==> src/rtl/dac_config_seq.sv <==
// dac_config_seq: shifts a DAC register table out over 3-wire SPI once the DAC is ready, then serves runtime single-word writes
module dac_config_seq #(
  parameter int NUM_REGS = 8,
  parameter int SCLK_DIV = 4,
  parameter int CS_GAP = 8,
  localparam int AW = NUM_REGS > 1 ? $clog2(NUM_REGS) : 1
) (
  input  logic          clk12Mhz,
  input  logic          RESET,
  input  logic          dac_ready,
  output logic [AW-1:0] rom_addr,
  input  logic [15:0]   rom_data,
  input  logic          wr_req,
  input  logic [15:0]   wr_data,
  output logic          wr_ack,
  output logic          busy,
  output logic          config_done,
  output logic          spi_cs_n,
  output logic          spi_sclk,
  output logic          spi_mosi
);
  localparam int PW = SCLK_DIV > 1 ? $clog2(SCLK_DIV) : 1;
  localparam int GW = CS_GAP > 1 ? $clog2(CS_GAP) : 1;
  localparam logic [2:0] IDLE = 3'd0, FETCH = 3'd1, LOAD = 3'd2, SHIFT = 3'd3, GAP = 3'd4, READY = 3'd5;
  logic [2:0] st, st_n;
  logic [AW-1:0] addr_n;
  logic [15:0] sr, sr_n;
  logic [5:0] h, h_n;
  logic [PW-1:0] ph, ph_n;
  logic [GW-1:0] gc, gc_n;
  logic done_n, ack_n, ph_end, gap_end, last;
  assign ph_end = ph == PW'(SCLK_DIV - 1);
  assign gap_end = gc == GW'(CS_GAP - 1);
  assign last = rom_addr == AW'(NUM_REGS - 1);
  always_comb begin
    st_n = st;
    addr_n = rom_addr;
    sr_n = sr;
    h_n = h;
    ph_n = ph;
    gc_n = gc;
    done_n = config_done;
    ack_n = 1'b0;
    if (st != IDLE && !dac_ready) begin
      st_n = IDLE;
      addr_n = '0;
      done_n = 1'b0;
    end else begin
      case (st)
        IDLE: st_n = dac_ready ? FETCH : IDLE;
        FETCH: st_n = LOAD;
        LOAD: begin
          sr_n = rom_data;
          h_n = '0;
          ph_n = '0;
          st_n = SHIFT;
        end
        SHIFT: begin
          ph_n = ph_end ? '0 : ph + 1'b1;
          if (ph_end) begin
            h_n = h + 6'd1;
            sr_n = h[0] ? {sr[14:0], 1'b0} : sr;
            gc_n = '0;
            st_n = h == 6'd32 ? GAP : SHIFT;
          end
        end
        GAP: begin
          gc_n = gc + 1'b1;
          if (gap_end) begin
            st_n = last ? READY : FETCH;
            done_n = config_done | last;
            addr_n = last ? rom_addr : rom_addr + 1'b1;
          end
        end
        READY: if (wr_req) begin
          sr_n = wr_data;
          ack_n = 1'b1;
          h_n = '0;
          ph_n = '0;
          st_n = SHIFT;
        end
        default: st_n = IDLE;
      endcase
    end
  end
  always_ff @(posedge clk12Mhz) begin
    if (RESET) begin
      st <= IDLE;
      rom_addr <= '0;
      sr <= '0;
      h <= '0;
      ph <= '0;
      gc <= '0;
      config_done <= 1'b0;
      wr_ack <= 1'b0;
      busy <= 1'b0;
      spi_cs_n <= 1'b1;
      spi_sclk <= 1'b0;
      spi_mosi <= 1'b0;
    end else begin
      st <= st_n;
      rom_addr <= addr_n;
      sr <= sr_n;
      h <= h_n;
      ph <= ph_n;
      gc <= gc_n;
      config_done <= done_n;
      wr_ack <= ack_n;
      busy <= st_n != IDLE && st_n != READY;
      spi_cs_n <= st_n != SHIFT;
      spi_sclk <= st_n == SHIFT && h_n[0];
      spi_mosi <= st_n == SHIFT && sr_n[15];
    end
  end
endmodule
==> config.mk <==
export PLATFORM = sky130hd
export DESIGN_NAME = dac_config_seq
export DESIGN_NICKNAME = d
export VERILOG_FILES = /design/src/rtl/dac_config_seq.sv
export SDC_FILE = /design/constraint.sdc
export NUM_CORES = 1
export LEC_CHECK = 0
export CAP_MARGIN = 10
export CORE_MARGIN = 4
export CORE_UTILIZATION = 53
export CTS_CLUSTER_DIAMETER = 100
export DETAILED_ROUTE_END_ITERATION = 7
export PLACE_DENSITY = 0.84
export REMOVE_ABC_BUFFERS = 1
export SLEW_MARGIN = 25
export SYNTH_ARGS = -nofsm -noshare
export SYNTH_HDL_FRONTEND = slang
export SYNTH_SLANG_ARGS = --single-unit
==> constraint.sdc <==
create_clock -name clk12Mhz -period 5.3 [get_ports clk12Mhz]
set_input_delay 0.53 -clock clk12Mhz [delete_from_list [all_inputs] [get_ports clk12Mhz]]
set_output_delay 0.53 -clock clk12Mhz [all_outputs]
set_load 0.02 [all_outputs]
# ---- Yosys cells after proc, flatten, opt, wreduce, memory -nomap -nowiden
# Cells that the tools add are included.
dict set report totals {
  register_bits 39
  output_inout_bits 9
  inputBits 36
  word_cells 78
}
dict set report classes {
  addsub 4
  n_eq_ne 15
  n_mux 23
  n_bitwise 4
  n_reduce_logical 18
}
# operator n
set op_table {}
lappend op_table {{16-bit 2-to-1 mux} 4}
lappend op_table {{16-bit case mux with 3 select lines} 1}
lappend op_table {{3-bit 2-to-1 mux} 7}
lappend op_table {{3-bit case mux with 6 select lines} 1}
lappend op_table {{6-bit case mux with 3 select lines} 1}
lappend op_table {{3-bit == test, second input constant} 4}
lappend op_table {{6-bit 2-to-1 mux} 2}
lappend op_table {{3-bit by 2-bit == test with 1-bit output, second input constant} 3}
lappend op_table {{3-bit AND reduction} 3}
lappend op_table {{3-bit nonzero test} 3}
lappend op_table {{3-bit by 1-bit adder with 3-bit output, second input constant} 2}
lappend op_table {{6-bit by 1-bit adder with 6-bit output, second input constant} 1}
lappend op_table {{6-bit == test, second input constant} 1}
lappend op_table {{2-bit inequality test, second input constant} 3}
lappend op_table {{2-bit case mux with 3 select lines} 1}
lappend op_table {{3-bit case mux with 2 select lines} 1}
lappend op_table {{5-bit AND reduction} 1}
lappend op_table {{1-bit logical AND} 4}
lappend op_table {{2-bit 2-to-1 mux} 2}
lappend op_table {{4-bit AND reduction} 1}
lappend op_table {{3-bit by 1-bit == test with 1-bit output, second input constant} 1}
lappend op_table {{3-bit logical NOT} 1}
lappend op_table {{1-bit 2-to-1 mux} 3}
lappend op_table {{3-bit by 2-bit inequality test with 1-bit output, second input constant} 1}
lappend op_table {{other kinds (10)} 12}

# ---- Depth between registers and ports, before layout
dict set report depth {
  word_depth 7
  ltp_mapped 8
  mapped_depth_nobuf 7
}

# ---- Worst setup path before layout
# Ideal clock, no wire load.
dict set report synth_path {
  kind {reg2reg}
  start {register rom_addr[0]}
  end {register spi_cs_n}
  setup_slack_ns 3.479
  t_required_ns 5.177
  setup_time_ns 0.123
  synth_period_minus_slack_ns 1.821
  n_path_buf 0
  arrival_ns 1.697
  path_stages_with_launch 8
  cell_sequence {dfxtp_1 > ha_1 > ha_1 > nor2_1 > a22o_1 > a32oi_1 > a211o_1 > or2_2}
}
dict set report synth_between {
  elab_chain_len 6
}
# element line
set synth_lines {}
lappend synth_lines {{start: declaration} 11} ;# output logic [AW-1:0] rom_addr,
lappend synth_lines {{start signal: assignment} 102} ;# rom_addr <= addr_n;
lappend synth_lines {{3-bit == test} 34} ;# assign last = rom_addr == AW'(NUM_REGS - 1);
lappend synth_lines {{3-bit 2-to-1 mux} 70} ;# st_n = last ? READY : FETCH;
lappend synth_lines {{3-bit 2-to-1 mux} 69} ;# if (gap_end) begin
lappend synth_lines {{3-bit case mux with 6 select lines} 49} ;# case (st)
lappend synth_lines {{3-bit 2-to-1 mux} 44} ;# if (st != IDLE && !dac_ready) begin
lappend synth_lines {{3-bit by 2-bit inequality test with 1-bit output} 110} ;# spi_cs_n <= st_n != SHIFT;
lappend synth_lines {{end signal: assignment} 97} ;# spi_cs_n <= 1'b1;
lappend synth_lines {{end signal: assignment} 110}
lappend synth_lines {{end: declaration} 18} ;# output logic spi_cs_n,
# No other way between the ends.
# A chain may end at the register's enable or synchronous reset.

# ---- Worst setup path in the final report
dict set report layout_path {
  start {input dac_ready}
  end {register sr[12]}
}
dict set report layout_between {
  elab_chain_len 4
}
# element line
set layout_lines {}
lappend layout_lines {{start: declaration} 10} ;# input logic dac_ready,
lappend layout_lines {{1-bit logical NOT} 44}
lappend layout_lines {{1-bit logical AND} 44}
lappend layout_lines {{1-bit inverter (no line)} -}
lappend layout_lines {{5-bit AND reduction (no line)} -}
lappend layout_lines {{end signal: assignment} 103} ;# sr <= sr_n;
lappend layout_lines {{end: declaration} 27} ;# logic [15:0] sr, sr_n;
# No other way between the ends.

==> summary.md <==
| Metric | Value |
|---|---|
| Final wirelength | 4580 um |
| Comb pwr share | 15.7% |
| Syn_area_per_cell | 9.03 sq um |
| Ys Warns | 0 |
| Crit. End Element | flop |
| Post-synth top area share | 39.7% |
| Via count of the routed design | 1777 |
| Cts bufs inserted | 5 |
| Number of global-route vias before repair | 1671 |
| Psw | 161 uW |
| GPL Wtd Cong | 0.777 |
| Critical path arrival | 2.86 ns |
| Layout cells sized above 1 | 7.06% |
| Setup TNS | 0 ns |
| Post-CTS sizing | 0 |
| Clock latency on the worst-skew pair | 0.29 ns |
| Vias/cell | 5.90 |
| Final Cycle Share | 50.5% |
| Final WS setup | 2.63 ns |
| Internal Power | 447 uW |
| Die X | 68.9 um |
| Final Setup Violations | 0 |
| CTS max path bufs | 2 |
| Initial core utilization | 56.7% |
| Leak | 0.971 nW |
| Power Density | 246 nW/um^2 |
| Worst VDD drop | 158 uV |
| CTS hold repair buffers | 0 |
| DIE AREA | 4750 sq um |
| CP required | 5.48 ns |
| Die height | 68.9 um |
| I/O pin count | 45 |
| Cell variety after synth | 46 |
| Pre-CTS setup slack | 2.36 ns |
| Iteration-0 DRC count of the detailed router | 237 |
| Fin Clk Skew | 0.00496 ns |
| Seq pwr share | 52.2% |
| Dpl cells | 293 |
| Total Routing Usage GR | 21.0% |
| Maxcap violations | 0 |
| Cell count of the worst reg-to-reg path | 4 |
| Status | finished clean |
| Hold_ws | 0.475 ns |
| Final #Nets | 297 |
| Initial antenna violation count | 0 |
| Primary FF master, synth | dfxtp_1 |
| Final instance area | 2470 sq um |
| Synth-to-Final Area Change | 25.6% |
| Finished Layout Cells | 301 |
| Worst Hold Depth | 2 |
| Root buf cell | clkbuf_8 |
| Port bufs | 44 |
| Share of flip-flops with an asynchronous set or reset | 0% |
| Site Rows | 21 |
| RSZ-0062 raised after global routing | no |
| DRT antenna net count | 0 |
| TritonRoute pass-1 iters | 5 |
| Crit-path max FO | 21 |
| Dominant cells by area after synthesis | dfxtp_1 40%, nor2_1 7.4%, a222oi_1 7.1% |
| Kind of critical path | primary input to flop |
| HP Class | flop to flop |
| Largest area contributor in the netlist | dfxtp_1 |
| N_diodes | 0 |
| WL/cell | 15.2 um |
| Post-synthesis register bit count | 39 |
| EDFF count, synth | 0 |
| Critical path startpoint category | primary input |
| Cells after synthesis | 218 |
| Largest net degree at the start of global routing | 22 |
| Post-synth top cells | 39 x dfxtp_1, 39 x nor2_1, 14 x a222oi_1, 13 x o22a_1, 9 x a21oi_1 |
| Slew margin rel. | 45.5% |
| Total core area | 3470 sq um |
| Sequential share of the synthesized area | 39.7% |
| CTS tree | built |
| Final Critical Period | 2.67 ns |
| Clk sink count | 39 |
| Setup repair bufs after CTS | 0 |
| Global-route wire length before repair | 7490 um |
| Post-DP Area | 2380 sq um |
| Detailed placement HPWL | 3210 um |
| Grt ovf | 0 |
| Clock power frac | 32.1% |
| Reg clk slew, reported paths | 0.07 ns |
| H-tree levels | 2 |
| Max Freq | 374 MHz |
| Mapped cell area | 1970 sq um |
| Switching share of power | 26.5% |
| Max-slew violation count | 0 |
| Endpoints failing hold | 0 |
| Residual DRC | 0 |
| Worst Max-Slew Pin Slew | 0.818 ns |
==> per-stage QoR <==
stage	total power [mW]	util (%)
after global placement	0.416	68.7
final	0.608	71.2
after CTS	0.609	71.2
after global routing	0.636	71.2
after floorplan	0.371	-
after detailed placement	0.418	68.7
==> path summary, 6_finish.rpt <==
check,from,endpoint,slack [ns]
max,dac_ready,sr[12],2.63
min,config_done,config_done,0.47
max reg2reg,st[0],sr[12],2.96
min reg2reg,config_done,config_done,0.47
==> sequential cells by signal (all words and copies together) (netlist names) <==
name / cells
st: 3
sr: 16
gc: 3
spi_sclk: 1
wr_ack: 1
spi_mosi: 1
rom_addr: 3
h: 6
ph: 2
busy: 1
spi_cs_n: 1
config_done: 1
==> cell usage in the layout (no fill, tap or decap), types with 4 or more instances in the layout <==
cell type and instances:
clkdlybuf4s50_1 44, dfxtp_1 39, nor2_1 38, a222oi_1 14, o22a_1 13, a21oi_1 9, nand2_1 8, ha_1 7
inv_1 6, o21ai_0 6, nor3_1 5, clkbuf_8 5, and3_1 4, nand3_1 4
==> power by group through the flow <==
stage | clock network, mW | registers [mW] | logic, mW
2_1_floorplan | 0 | 0.323 | 0.0483
3_3_place_gp | 0 | 0.323 | 0.0930
3_5_place_dp | 0 | 0.324 | 0.0943
4_1_cts | 0.197 | 0.317 | 0.0950
5_1_grt | 0.214 | 0.318 | 0.104
6_report | 0.195 | 0.317 | 0.0954
==> critical path, stage by stage <==
cell and delay, ns:
clkdlybuf4s50_1 0.90, inv_1 0.21, a221oi_4 0.68, nor2_2 0.27, o22a_1 0.26
==> routing by layer <==
| metal | vias to the layer above | global-route usage (%) | routed length, um |
|---|---|---|---|
| met3 | 6 | 6.16 | 285 |
| met1 | 837 | 26.5 | 2060 |
| met2 | 47 | 34.2 | 2190 |
| li1 | 887 | - | - |
| met4 | 0 | 7.06 | 53 |
| met5 | - | 0 | 0 |
==> kinds of logic after synthesis <==
logic type / Yosys count / synth area share (%)
and+or+nand+nor: 79 / 20.5
muxes: 3 / 1.53
DFF: 39 / 39.7
xor gates and xnor gates: 4 / 1.78
buffers and inverters: 21 / 5.34
AOI/OAI and AO/OA: 65 / 26.7
adders and majority gates: 7 / 4.45
==> area by class of cell <==
| class | count | area [sq um] |
|---|---|---|
| multi-input cells | 158 | 1080 |
| fillers | 292 | 997 |
| flip-flops and latches | 39 | 781 |
| repair buffers | 44 | 440 |
| clock buffers | 6 | 72.6 |
| well taps | 46 | 57.6 |
| inverters | 6 | 22.5 |
| clock inverters | 2 | 12.5 |
No activity file was read; power rests on OpenSTA's default activity.
